## src/rtl/cmd_byte_fifo_pkg.sv

```systemverilog
// Shared constants and helpers for the command byte FIFO.
// A controller-wide header may pre-define CMD_FIFO_DEPTH / CMD_FIFO_AF_MARGIN to override the defaults.
`ifndef CMD_FIFO_DEPTH
`define CMD_FIFO_DEPTH 16
`endif

`ifndef CMD_FIFO_AF_MARGIN
`define CMD_FIFO_AF_MARGIN 2
`endif

package cmd_byte_fifo_pkg;

  localparam int FIFO_DEPTH_DFLT     = `CMD_FIFO_DEPTH;
  localparam int FIFO_AF_MARGIN_DFLT = `CMD_FIFO_AF_MARGIN;

  localparam int BYTE_W = 8;

  // Per-cycle decision: what the FIFO actually does with the strobes it sees.
  typedef struct packed {
    logic push;
    logic pop;
    logic drop;
  } fifo_op_t;

  function automatic logic [BYTE_W-1:0] sat_inc8(input logic [BYTE_W-1:0] v);
    return (v == {BYTE_W{1'b1}}) ? v : v + BYTE_W'(1);
  endfunction

endpackage

```

## src/rtl/cmd_fifo_ram.sv

```systemverilog
// DEPTH x 8 storage for the command FIFO: synchronous write, asynchronous read.
module cmd_fifo_ram
  import cmd_byte_fifo_pkg::*;
#(
  parameter int DEPTH = FIFO_DEPTH_DFLT,
  parameter int AW    = $clog2(DEPTH)
) (
  input  logic              clk,
  input  logic              we,
  input  logic [AW-1:0]     waddr,
  input  logic [BYTE_W-1:0] wdata,
  input  logic [AW-1:0]     raddr,
  output logic [BYTE_W-1:0] rdata
);

  // Contents are deliberately not reset.
  logic [BYTE_W-1:0] mem_q [DEPTH];

  always_ff @(posedge clk) begin
    if (we) begin
      mem_q[waddr] <= wdata;
    end
  end

  assign rdata = mem_q[raddr];

endmodule

```

## src/rtl/cmd_byte_fifo.sv

```systemverilog
// Show-ahead byte FIFO between the host serial receiver and the command controller.
// Define CMD_FIFO_OVF_COUNT_EN to add the saturating overflow_count output.
module cmd_byte_fifo
  import cmd_byte_fifo_pkg::*;
#(
  parameter int DEPTH              = FIFO_DEPTH_DFLT,
  parameter int ALMOST_FULL_MARGIN = FIFO_AF_MARGIN_DFLT
) (
  input  logic                      clk,
  input  logic                      reset_n,
  input  logic [BYTE_W-1:0]         wr_byte,
  input  logic                      wr_valid,
  input  logic                      flush,
  input  logic                      next,
  output logic [BYTE_W-1:0]         in_byte,
  output logic                      in_ready,
  output logic [$clog2(DEPTH):0]    level,
  output logic                      almost_full,
  output logic                      overflow,
  input  logic                      clear_overflow
`ifdef CMD_FIFO_OVF_COUNT_EN
  ,
  output logic [BYTE_W-1:0]         overflow_count
`endif
);

  localparam int AW = $clog2(DEPTH);
  localparam int LW = AW + 1;
  localparam logic [31:0] AF_MARGIN = ALMOST_FULL_MARGIN;

  logic [AW-1:0] wr_ptr_q, wr_ptr_d;
  logic [AW-1:0] rd_ptr_q, rd_ptr_d;
  logic [LW-1:0] level_q, level_d;
  logic          overflow_q, overflow_d;
  logic [LW-1:0] free_slots;
  logic          empty, full;
  fifo_op_t      op;

  cmd_fifo_ram #(
    .DEPTH (DEPTH),
    .AW    (AW)
  ) u_ram (
    .clk   (clk),
    .we    (op.push),
    .waddr (wr_ptr_q),
    .wdata (wr_byte),
    .raddr (rd_ptr_q),
    .rdata (in_byte)
  );

  // At full, a concurrent pop frees the slot the push needs, so nothing is dropped.
  always_comb begin
    empty   = (level_q == '0);
    full    = (level_q == LW'(DEPTH));
    op      = '0;
    op.pop  = next && !empty && !flush;
    op.push = wr_valid && (!full || (next && !empty)) && !flush;
    op.drop = wr_valid && full && !next && !flush;
  end

  always_comb begin
    wr_ptr_d   = wr_ptr_q;
    rd_ptr_d   = rd_ptr_q;
    level_d    = level_q;
    overflow_d = overflow_q;
    if (flush) begin
      wr_ptr_d = '0;
      rd_ptr_d = '0;
      level_d  = '0;
    end else begin
      if (op.push) wr_ptr_d = wr_ptr_q + AW'(1);
      if (op.pop)  rd_ptr_d = rd_ptr_q + AW'(1);
      case ({op.push, op.pop})
        2'b10:   level_d = level_q + LW'(1);
        2'b01:   level_d = level_q - LW'(1);
        default: level_d = level_q;
      endcase
    end
    // A same-cycle drop wins over the clear request.
    if (clear_overflow) overflow_d = 1'b0;
    if (op.drop)        overflow_d = 1'b1;
  end

  always_ff @(posedge clk or negedge reset_n) begin
    if (!reset_n) begin
      wr_ptr_q   <= '0;
      rd_ptr_q   <= '0;
      level_q    <= '0;
      overflow_q <= 1'b0;
    end else begin
      wr_ptr_q   <= wr_ptr_d;
      rd_ptr_q   <= rd_ptr_d;
      level_q    <= level_d;
      overflow_q <= overflow_d;
    end
  end

`ifdef CMD_FIFO_OVF_COUNT_EN
  logic [BYTE_W-1:0] ovf_cnt_q, ovf_cnt_d;

  always_comb begin
    ovf_cnt_d = ovf_cnt_q;
    if (clear_overflow) ovf_cnt_d = '0;
    if (op.drop)        ovf_cnt_d = sat_inc8(ovf_cnt_d);
  end

  always_ff @(posedge clk or negedge reset_n) begin
    if (!reset_n) begin
      ovf_cnt_q <= '0;
    end else begin
      ovf_cnt_q <= ovf_cnt_d;
    end
  end

  assign overflow_count = ovf_cnt_q;
`endif

  assign free_slots  = LW'(DEPTH) - level_q;
  assign almost_full = (32'(free_slots) <= AF_MARGIN);
  assign in_ready    = !empty;
  assign level       = level_q;
  assign overflow    = overflow_q;

endmodule

```

## config.mk

```make
export PLATFORM = sky130hd
export DESIGN_NAME = cmd_byte_fifo
export DESIGN_NICKNAME = d
export VERILOG_FILES = /design/src/rtl/cmd_byte_fifo_pkg.sv /design/src/rtl/cmd_fifo_ram.sv /design/src/rtl/cmd_byte_fifo.sv
export SDC_FILE = /design/constraint.sdc
export NUM_CORES = 1
export LEC_CHECK = 0
export ABC_CLOCK_PERIOD_IN_PS = 3700
export CORE_MARGIN = 3
export CORE_UTILIZATION = 30
export DETAILED_ROUTE_END_ITERATION = 10
export PLACE_DENSITY = 0.52
export SETUP_SLACK_MARGIN = 0.15
export SLEW_MARGIN = 0
export SYNTH_ARGS = -nofsm -noshare
export SYNTH_HDL_FRONTEND = slang
export SYNTH_SLANG_ARGS = --single-unit
```

## constraint.sdc

```tcl
create_clock -name clk -period 3.7 [get_ports clk]
set_input_delay 0.925 -clock clk [delete_from_list [all_inputs] [get_ports clk]]
set_output_delay 0.925 -clock clk [all_outputs]
set_load 0.01 [all_outputs]
```

Word level (Yosys, flattened, before mapping):

Memories as Yosys holds them, arrays and structs flattened.
Index checks and enable logic that the tools add are counted.

* bitwise gates (word level): 0
* add/sub/neg operators: 5
* reductions and logical operators: 17
* div/mod/pow operators: 0
* equality and inequality tests: 3
* $mul: 0
* shifts and indexed selects: 0
* mux-type cells: 10
* order comparisons: 1

Operator list (count)
* $mux 4: 4
* $pmux 5 s2: 1
* $add 4x1->4 const B: 2
* $logic_and 1x1->1: 7
* $reduce_bool 2->1: 3
* $add 5x1->5 const B: 1
* $eq 5x5->1 const B: 1
* $le 5x2->1 const B: 1
* $logic_not 5->1: 1
* $mux 5: 1
* $sub 5x1->5 const B: 1
* $sub 5x5->5 const A: 1
* $logic_not 1->1: 4
* $mux 1: 4
* $reduce_bool 3->1: 1
* $eq 2x1->1 const B: 1
* $eq 2x2->1 const B: 1
* $logic_or 1x1->1: 1

* output and inout port bits: 16
* ROM bits: 0
* word-level logic and storage cells: 41
* register bits after elaboration: 14
* memories kept: 1
* memory bits (writable): 128
* bits of input ports: 14
* bits in latches: 0

Memories
* u_ram.mem_q: words 16, width 8, read ports 1, clocked after Yosys merged registers in 0, write ports 1, RTL line cmd_fifo_ram.sv:17 `logic [BYTE_W-1:0] mem_q [DEPTH];`

Depth between registers and ports, before layout:

Gate-level depths: netlist (run 1).

* depth in word-level cells: 9
* mapped depth: 11
* mapped depth without buffers: 11

Cells and area by module:

A second synthesis (run 1) with hierarchy kept.

* cell total of the unflattened synthesis: 318
* area, all modules: 5910.7 µm²

Modules (own cells, without submodules)
* cmd_fifo_ram: instances 1, seq. area each 3843.7 µm², area each 4987.3 µm², cells an instance 221
* cmd_byte_fifo: instances 1, seq. area each 350.3 µm², area each 923.4 µm², cells an instance 97

Least setup slack after synthesis (run 1):

OpenSTA, ideal clock, no wires.

* path kind: reg2reg
* start: reg level_q[1], in the netlist level[1]
* end: reg level_q[4], in the netlist level[4]
* setup slack: 0.861 ns
* arrival: 2.714 ns
* required time: 3.575 ns
* stages on the path, launching flop included: 12
* library setup time: 0.125 ns
* period minus slack after synthesis: 2.839 ns
* buffers on the path: 0
* cell sequence: dfrtp_1 > inv_1 > ha_1 > nor3b_1 > ha_1 > nor4b_4 > xnor2_1 > ha_1 > o31a_1 > nor3b_1 > o21ai_1 > mux2_2

* cells in the longest elaborated chain, start to end: 9
* elaborated cells on any way between the ends: 16
* those cells by class: add/sub (2); eq/ne (3); mux (2); reduce/logical (9)

Ends and longest elaborated chain
* start: declaration: RTL line cmd_byte_fifo.sv:33 `logic [LW-1:0] level_q, level_d;`
* start signal: assignment: RTL line cmd_byte_fifo.sv:93 `level_q <= level_d;`
* $logic_not 5->1: RTL line cmd_byte_fifo.sv:53 `empty = (level_q == '0);`
* $logic_not 1->1: RTL line cmd_byte_fifo.sv:56, cmd_byte_fifo.sv:57
* $logic_and 1x1->1: RTL line cmd_byte_fifo.sv:56, cmd_byte_fifo.sv:57
* $logic_or 1x1->1: RTL line cmd_byte_fifo.sv:57 `op.push = wr_valid && (!full || (next && !empty)) && !flush;`
* $logic_and 1x1->1 (2 in series): RTL line cmd_byte_fifo.sv:57
* $eq 2x1->1 or $eq 2x2->1 (tied branches): RTL line cmd_byte_fifo.sv:73 `case ({op.push, op.pop})`
* $pmux 5 s2: RTL line cmd_byte_fifo.sv:73
* $mux 5: RTL line cmd_byte_fifo.sv:66 `if (flush) begin`

Several ways; a longest one is shown, not always the timed one.
A chain may end at the register's enable or synchronous reset.

Final worst setup path (run 1):

* start: reg rd_ptr_q[0]
* end: out in_byte[0]

* cells in the longest elaborated chain, start to end: 1

Ends and longest elaborated chain
* start: declaration: RTL line cmd_byte_fifo.sv:32 `logic [AW-1:0] rd_ptr_q, rd_ptr_d;`
* start signal: assignment: RTL line cmd_byte_fifo.sv:92 `rd_ptr_q <= rd_ptr_d;`
* $mem_v2 16x8
* end: declaration: RTL line cmd_byte_fifo.sv:15 `output logic [BYTE_W-1:0] in_byte,`

No other way between the ends.

==> results_dict.tcl, run 1 <==
set metrics [dict create \
    status "finished clean" \
    worst_slack_ps 205 \
    global_route.usage.total_pct 11.8 \
    synth-edff-count 128 \
    gp_congestion 0.726 \
    grt_overflow_total 0 \
    power_density_mw_per_mm2 577 \
    post_synth_num_cell_types 38 \
    total_nets_final 395 \
    worstPathCellList "buf_12 -> mux4_1 -> mux4_2 -> clkdlybuf4s50_1" \
    antenna_violation_net_count_after_detailed_routing 0 \
    min_clock_period_post_route_ps 3490 \
    syn_area_mm2 0.00598 \
    yosys_warnings 0 \
    cts.path.max_buffers 2 \
    postSynth.topFlopCell "edfxtp_1" \
    power_switching_w 0.00100 \
    drtPass1Iterations 4 \
    worst_ep_required_time_ps 2770 \
    critical_path.n_buffers_inverters 2 \
    power.leakage_nw 2.54 \
    synth_top_area_share_pct 64.3 \
    tritoncts.num_buffers 17 \
    die_extent_in_x_um 147 \
    yosys-top-cells-area "edfxtp_1, mux4_1, mux4_2, dfrtp_1, ha_1" \
    detail_route.vias_per_cell 4.61 \
    die_area_mm2 0.0217 \
    maxCapViolCount 0 \
    number_of_global_route_vias_before_repair 3111 \
    slew_headroom_pct 55.2 \
    synth_fp_nets 327 \
    report.final.hold_viol_count 0 \
    holdBufCountCts 0 \
    fin_tns_setup_ps 0 \
    cpMaxStageDelayCell "mux4_1" \
    clkTransAtPathRegs_ps 60 \
    numClockSinks 142 \
    final_cell_mix "edfxtp_1, nor2_1, buf_4" \
    synthesis.area_per_instance_um2 19.8 \
    tightestPinTransition_ps 670 \
    finalMaxSlewViolations 0 \
    worst_hold_path.num_cells 2 \
    detailroute.via_count 2967 \
    synth-seq-area-share_pct 70.2 \
    internal-power_w 0.00325 \
    cts_tree "done" \
    buffer_ports.inserted 29 \
    pwr-share-clk_pct 40.0 \
    dpl_worst_slack_ps 405 \
    std_cell_rows 50 \
    finClkSkew_ps 9.80 \
    asyncSetResetFlopFracSynth_pct 9.86 \
    filler_cell_count 1792 \
    comb_power_share_pct 17.3 \
    final.period_utilization_pct 94.5 \
    crit_path_max_incr_delay_ps 560 \
    r2r.worst_path.cells 11 \
    die_height_um 147 \
    worst-path-stages 4 \
    io_pins 30 \
    maximum_fanout_along_the_worst_path 7 \
    clock_root_buffer "clkbuf_16" \
    power.total_w 0.00425 \
    seqPwrFrac_pct 42.7 \
    crit_arrival_ps 2570 \
    antenna-diode-count 0 \
    detailed_place_hpwl_mm 7.99 \
    crit_path_start_kind "register" \
    worst_skew_pair.late_latency_ps 420 \
    grt_start_max_net_pins 24 \
    setup-violations-final 0 \
    synthDominantAreaCellType "edfxtp_1" \
    drt-total-wl_mm 12.3 \
    grt_pass1_wl_mm 18.7 \
    timing_worst_setup_path_type "reg2out" \
    synth_seq_cells 142 \
    floorplan.initialDensity_pct 31.2 \
    fp.coreArea_mm2 0.0191 \
    vdd.ir_drop.worst_mv 0.332 \
    detail_route.iter0.violations 200 \
    hold_path.class "reg2reg" \
    wire_per_inst_um 19.1 \
    critical-path-top-delay-family "multiplexers" \
    fmax_ghz 0.286 \
    antenna_found_initial 0 \
    switching_share_pct 23.6 \
    utilization_pct 38.5 \
    cts.htree.levels 4 \
    type_of_destination_of_the_critical_path "primary output" \
    rsz0062_at_grt "true" \
    areaGrowthSynthToFinish_pct 23.3 \
    number_of_drc_violations_after_detailed_routing 0 \
    most_frequent_standard_cell_in_the_layout_excluding_fill_and_tap_cells "edfxtp_1" \
    proportion_of_layout_cells_with_a_drive_suffix_above_1_pct 23.5 \
    synthesized_netlist_cell_count 302 \
]
stage by stage:
step | hold slack (ps) | instance area [um^2] | std cells
after CTS | 545 | 7270 | 636
after floorplan | 552 | 5980 | 302
after global routing | 557 | 7370 | 643
final | 541 | 7370 | 643
after detailed placement | 531 | 6670 | 604
after global placement | 529 | 6670 | 604
state kept, by name, indices dropped and copies added, names as in the netlist:
name	cells
rd_ptr_q	4
wr_ptr_q	4
overflow	1
level	5
u_ram.mem_q	128
layout make-up:
| type | instances | area [um^2] | share of cell area, % |
|---|---|---|---|
| flip-flops and latches | 142 | 4200 | 56.9 |
| multi-input cells | 138 | 1630 | 22.1 |
| repair buffers | 62 | 598 | 8.11 |
| clock buffers | 18 | 429 | 5.82 |
| well taps | 260 | 325 | 4.41 |
| clock inverters | 14 | 164 | 2.22 |
| inverters | 9 | 33.8 | 0.458 |
what timing repair did:
item | CTS | global route
pin swaps | 0 | 0
gates resized for setup | 1 | 10
gates cloned | 0 | 1
setup endpoints to repair | 7 | 10
hold endpoints to repair | 0 | 0
setup buffers | 0 | 6
per-layer routing:
metal / global-route usage [%] / part of all wire [%]
met4: 3.68 / 1.5
met3: 3.58 / 4.4
met1: 15.8 / 46
met2: 18.7 / 48
met5: 0 / 0
worst register-to-register path, delay by kind of cell (launching register included):
family / cells / cell delay (ps)
compound gates: 2 / 380
xor+xnor: 1 / 120
fa+ha+maj: 3 / 720
buf+inv: 1 / 140
flops: 1 / 490
mux: 1 / 280
simple gates: 3 / 820
cell usage after synthesis, drive strengths merged (3+ instances only):
library cell and n:
a21oi 5, edfxtp 128, xor2 4, mux4 40, buf 11, o21ai 5, nand2 10, or3 3
xnor2 4, inv 9, dfrtp 14, mux2i 4, nor2 31, ha 11
worst paths after layout:
path / from / end / slack (ps)
setup / recovery: rd_ptr_q[0]$_DFFE_PN0P_ / in_byte[0] / 210
hold / removal: overflow$_DFFE_PN0P_ / overflow$_DFFE_PN0P_ / 540
setup reg to reg: level[1]$_DFFE_PN0P_ / level[4]$_DFFE_PN0P_ / 640
hold reg to reg: overflow$_DFFE_PN0P_ / overflow$_DFFE_PN0P_ / 540
max in group asynchronous: reset_n / rd_ptr_q[0]$_DFFE_PN0P_ / 2310
min in group asynchronous: reset_n / level[4]$_DFFE_PN0P_ / 910
cells by family after synthesis:
group	after synthesis	synth area share (%)
buffers and inverters	22	2.70
adder cells (fa/ha/maj)	11	2.30
flip-flops	142	70.2
AO/OA/AOI/OAI	18	1.90
XOR/XNOR	8	1.17
AND/OR/NAND/NOR	55	4.44
multiplexers	46	17.3
power by group through the flow:
stage	clock network, W	registers (W)	logic [W]
floorplan	0	0.00184	0.000471
CTS	0.00174	0.00181	0.000698
finish	0.00170	0.00182	0.000734
global placement	0	0.00184	0.000691
global route	0.00182	0.00182	0.000795
detailed placement	0	0.00184	0.000692
(Power assumes the default switching activity.)
==> run 2, diff against run 1 <==
Settings changed: CORE_MARGIN 3 to 8.
==> run 2 against run 1 <==
Against the previous run: critical path depth unchanged; highest routed layer unchanged; largest power group unchanged; core utilization fell by 1.1 points; sequential cell count unchanged; non-clock buffer count decreased by 6; critical endpoint is now in_byte[1].
==> results_dict.tcl, run 2 (synthesized netlist as in run 1, its figures left out) <==
set metrics [dict create \
    die_extent_in_x_um 157 \
    type_of_destination_of_the_critical_path "primary output" \
    cts.path.max_buffers 2 \
    grt_pass1_wl_mm 19.6 \
    crit_path_max_incr_delay_ps 590 \
    cts.htree.levels 4 \
    setup-violations-final 0 \
    antenna_violation_net_count_after_detailed_routing 0 \
    slew_headroom_pct 52.2 \
    maximum_fanout_along_the_worst_path 11 \
    io_pins 30 \
    tightestPinTransition_ps 715 \
    proportion_of_layout_cells_with_a_drive_suffix_above_1_pct 21.9 \
    gp_congestion 0.723 \
    number_of_global_route_vias_before_repair 3229 \
    antenna-diode-count 0 \
    global_route.usage.total_pct 11.1 \
    buffer_ports.inserted 29 \
    final_cell_mix "edfxtp_1, nor2_1, buf_4" \
    detail_route.iter0.violations 291 \
    largest_register "u_ram.mem_q" \
    tritoncts.num_buffers 17 \
    hold_path.class "reg2reg" \
    drt-total-wl_mm 12.7 \
    cts_tree "done" \
    dpl_worst_slack_ps 492 \
    report.final.hold_viol_count 0 \
    drtPass1Iterations 4 \
    maxCapViolCount 0 \
    rsz0062_at_grt "true" \
    numClockSinks 142 \
    largest_register_ffs 128 \
    vdd.ir_drop.worst_mv 0.321 \
    number_of_drc_violations_after_detailed_routing 0 \
    wire_per_inst_um 19.9 \
    grt_start_max_net_pins 27 \
    crit_path_start_kind "register" \
    finClkSkew_ps 5.28 \
    crit_arrival_ps 2630 \
    die_height_um 157 \
    clock_root_buffer "clkbuf_16" \
    std_cell_rows 51 \
    antenna_found_initial 0 \
    detail_route.vias_per_cell 4.70 \
    most_frequent_standard_cell_in_the_layout_excluding_fill_and_tap_cells "edfxtp_1" \
    finalMaxSlewViolations 0 \
    critical-path-top-delay-family "multiplexers" \
    power.leakage_nw 2.48 \
    cpMaxStageDelayCell "mux4_1" \
    filler_cell_count 1827 \
    fin_tns_setup_ps 0 \
    holdBufCountCts 0 \
    final.period_utilization_pct 96.0 \
    grt_overflow_total 0 \
    detailed_place_hpwl_mm 7.95 \
    clkTransAtPathRegs_ps 60 \
    areaGrowthSynthToFinish_pct 22.3 \
    fp.coreArea_mm2 0.0195 \
    min_clock_period_post_route_ps 3550 \
    critical_path.n_buffers_inverters 2 \
    status "finished clean" \
    fmax_ghz 0.282 \
    die_area_mm2 0.0247 \
    power_density_mw_per_mm2 573 \
    timing_worst_setup_path_type "reg2out" \
    utilization_pct 37.4 \
    total_nets_final 389 \
    worstPathCellList "buf_8 -> mux4_1 -> mux4_2 -> clkdlybuf4s50_1" \
    floorplan.initialDensity_pct 30.6 \
    detailroute.via_count 3009 \
    worst_skew_pair.late_latency_ps 410 \
    worst_slack_ps 149 \
    worst_ep_required_time_ps 2770 \
]
==> run 2: cell count changes in the layout (fill, tap and decap cells not counted), sizes merged <==
cell and delta:
buf -6, clkdlybuf4s50 +1, clkinvlp +1, dlymetal6s2s -1, inv -3
==> run 2: repair_timing <==
action | 4_1_cts | 5_1_grt
buffers inserted | 0 | 3
resized for setup | 0 | 10
endpoints found under the setup margin | 8 | 10
cloned | 0 | 1
==> run 2: final timing paths <==
kind / from / to / depth (start not counted) / slack, ps
setup / recovery: rd_ptr_q[0]$_DFFE_PN0P_ / in_byte[1] / 4 / 150
setup reg to reg: level[0]$_DFFE_PN0P_ / u_ram.mem_q[9][2]$_DFFE_PP_ / 9 / 620
min in group asynchronous: reset_n / overflow$_DFFE_PN0P_ / 1 / 940
hold reg to reg: overflow$_DFFE_PN0P_ / overflow$_DFFE_PN0P_ / 2 / 540
max in group asynchronous: reset_n / rd_ptr_q[0]$_DFFE_PN0P_ / 1 / 2260
hold / removal: overflow$_DFFE_PN0P_ / overflow$_DFFE_PN0P_ / 2 / 540
==> run 2: area by class of cell <==
class,count,area (um^2),share of cell area [%]
repair buffers,56,546,7.46
clock buffers,18,429,5.87
inverters,9,33.8,0.462
clock inverters,12,148,2.02
well taps,265,332,4.54
multi-input cells,138,1630,22.2
flip-flops and latches,142,4200,57.4
==> run 2: layer usage <==
layer	part of all wire, %	track usage, %	vias up
li1	-	-	1351
met1	46	14.0	1554
met2	48	17.6	86
met3	4.7	3.56	18
met4	1.4	4.13	0
met5	0	0	-
==> run 2: power by group <==
part	switching [W]	total [W]	leakage [nW]	internal [W]
logic	0.000316	0.000709	0.864	0.000393
clock network	0.000617	0.00166	0.274	0.00104
registers	0.0000387	0.00182	1.34	0.00178
total	0.000972	0.00419	2.48	0.00322
==> run 2: per-stage QoR <==
| stage | cells | hold WS (ps) | total power [W] | cell area, um^2 |
|---|---|---|---|---|
| 2_1_floorplan | 302 | 552 | 0.00231 | 5980 |
| 3_3_place_gp | 606 | 530 | 0.00252 | 6660 |
| 3_5_place_dp | 606 | 532 | 0.00253 | 6660 |
| 4_1_cts | 636 | 548 | 0.00420 | 7230 |
| 5_1_grt | 640 | 583 | 0.00437 | 7310 |
| 6_report | 640 | 544 | 0.00419 | 7310 |
==> run 2: worst register-to-register path, stage by stage (launching register included) <==
cell	delay, ps
dfrtp_1	460
inv_1	140
ha_1	240
nor3b_2	180
ha_1	260
nand2b_1	240
a21boi_1	430
nand2_1	210
nor2_1	360
buf_4	260
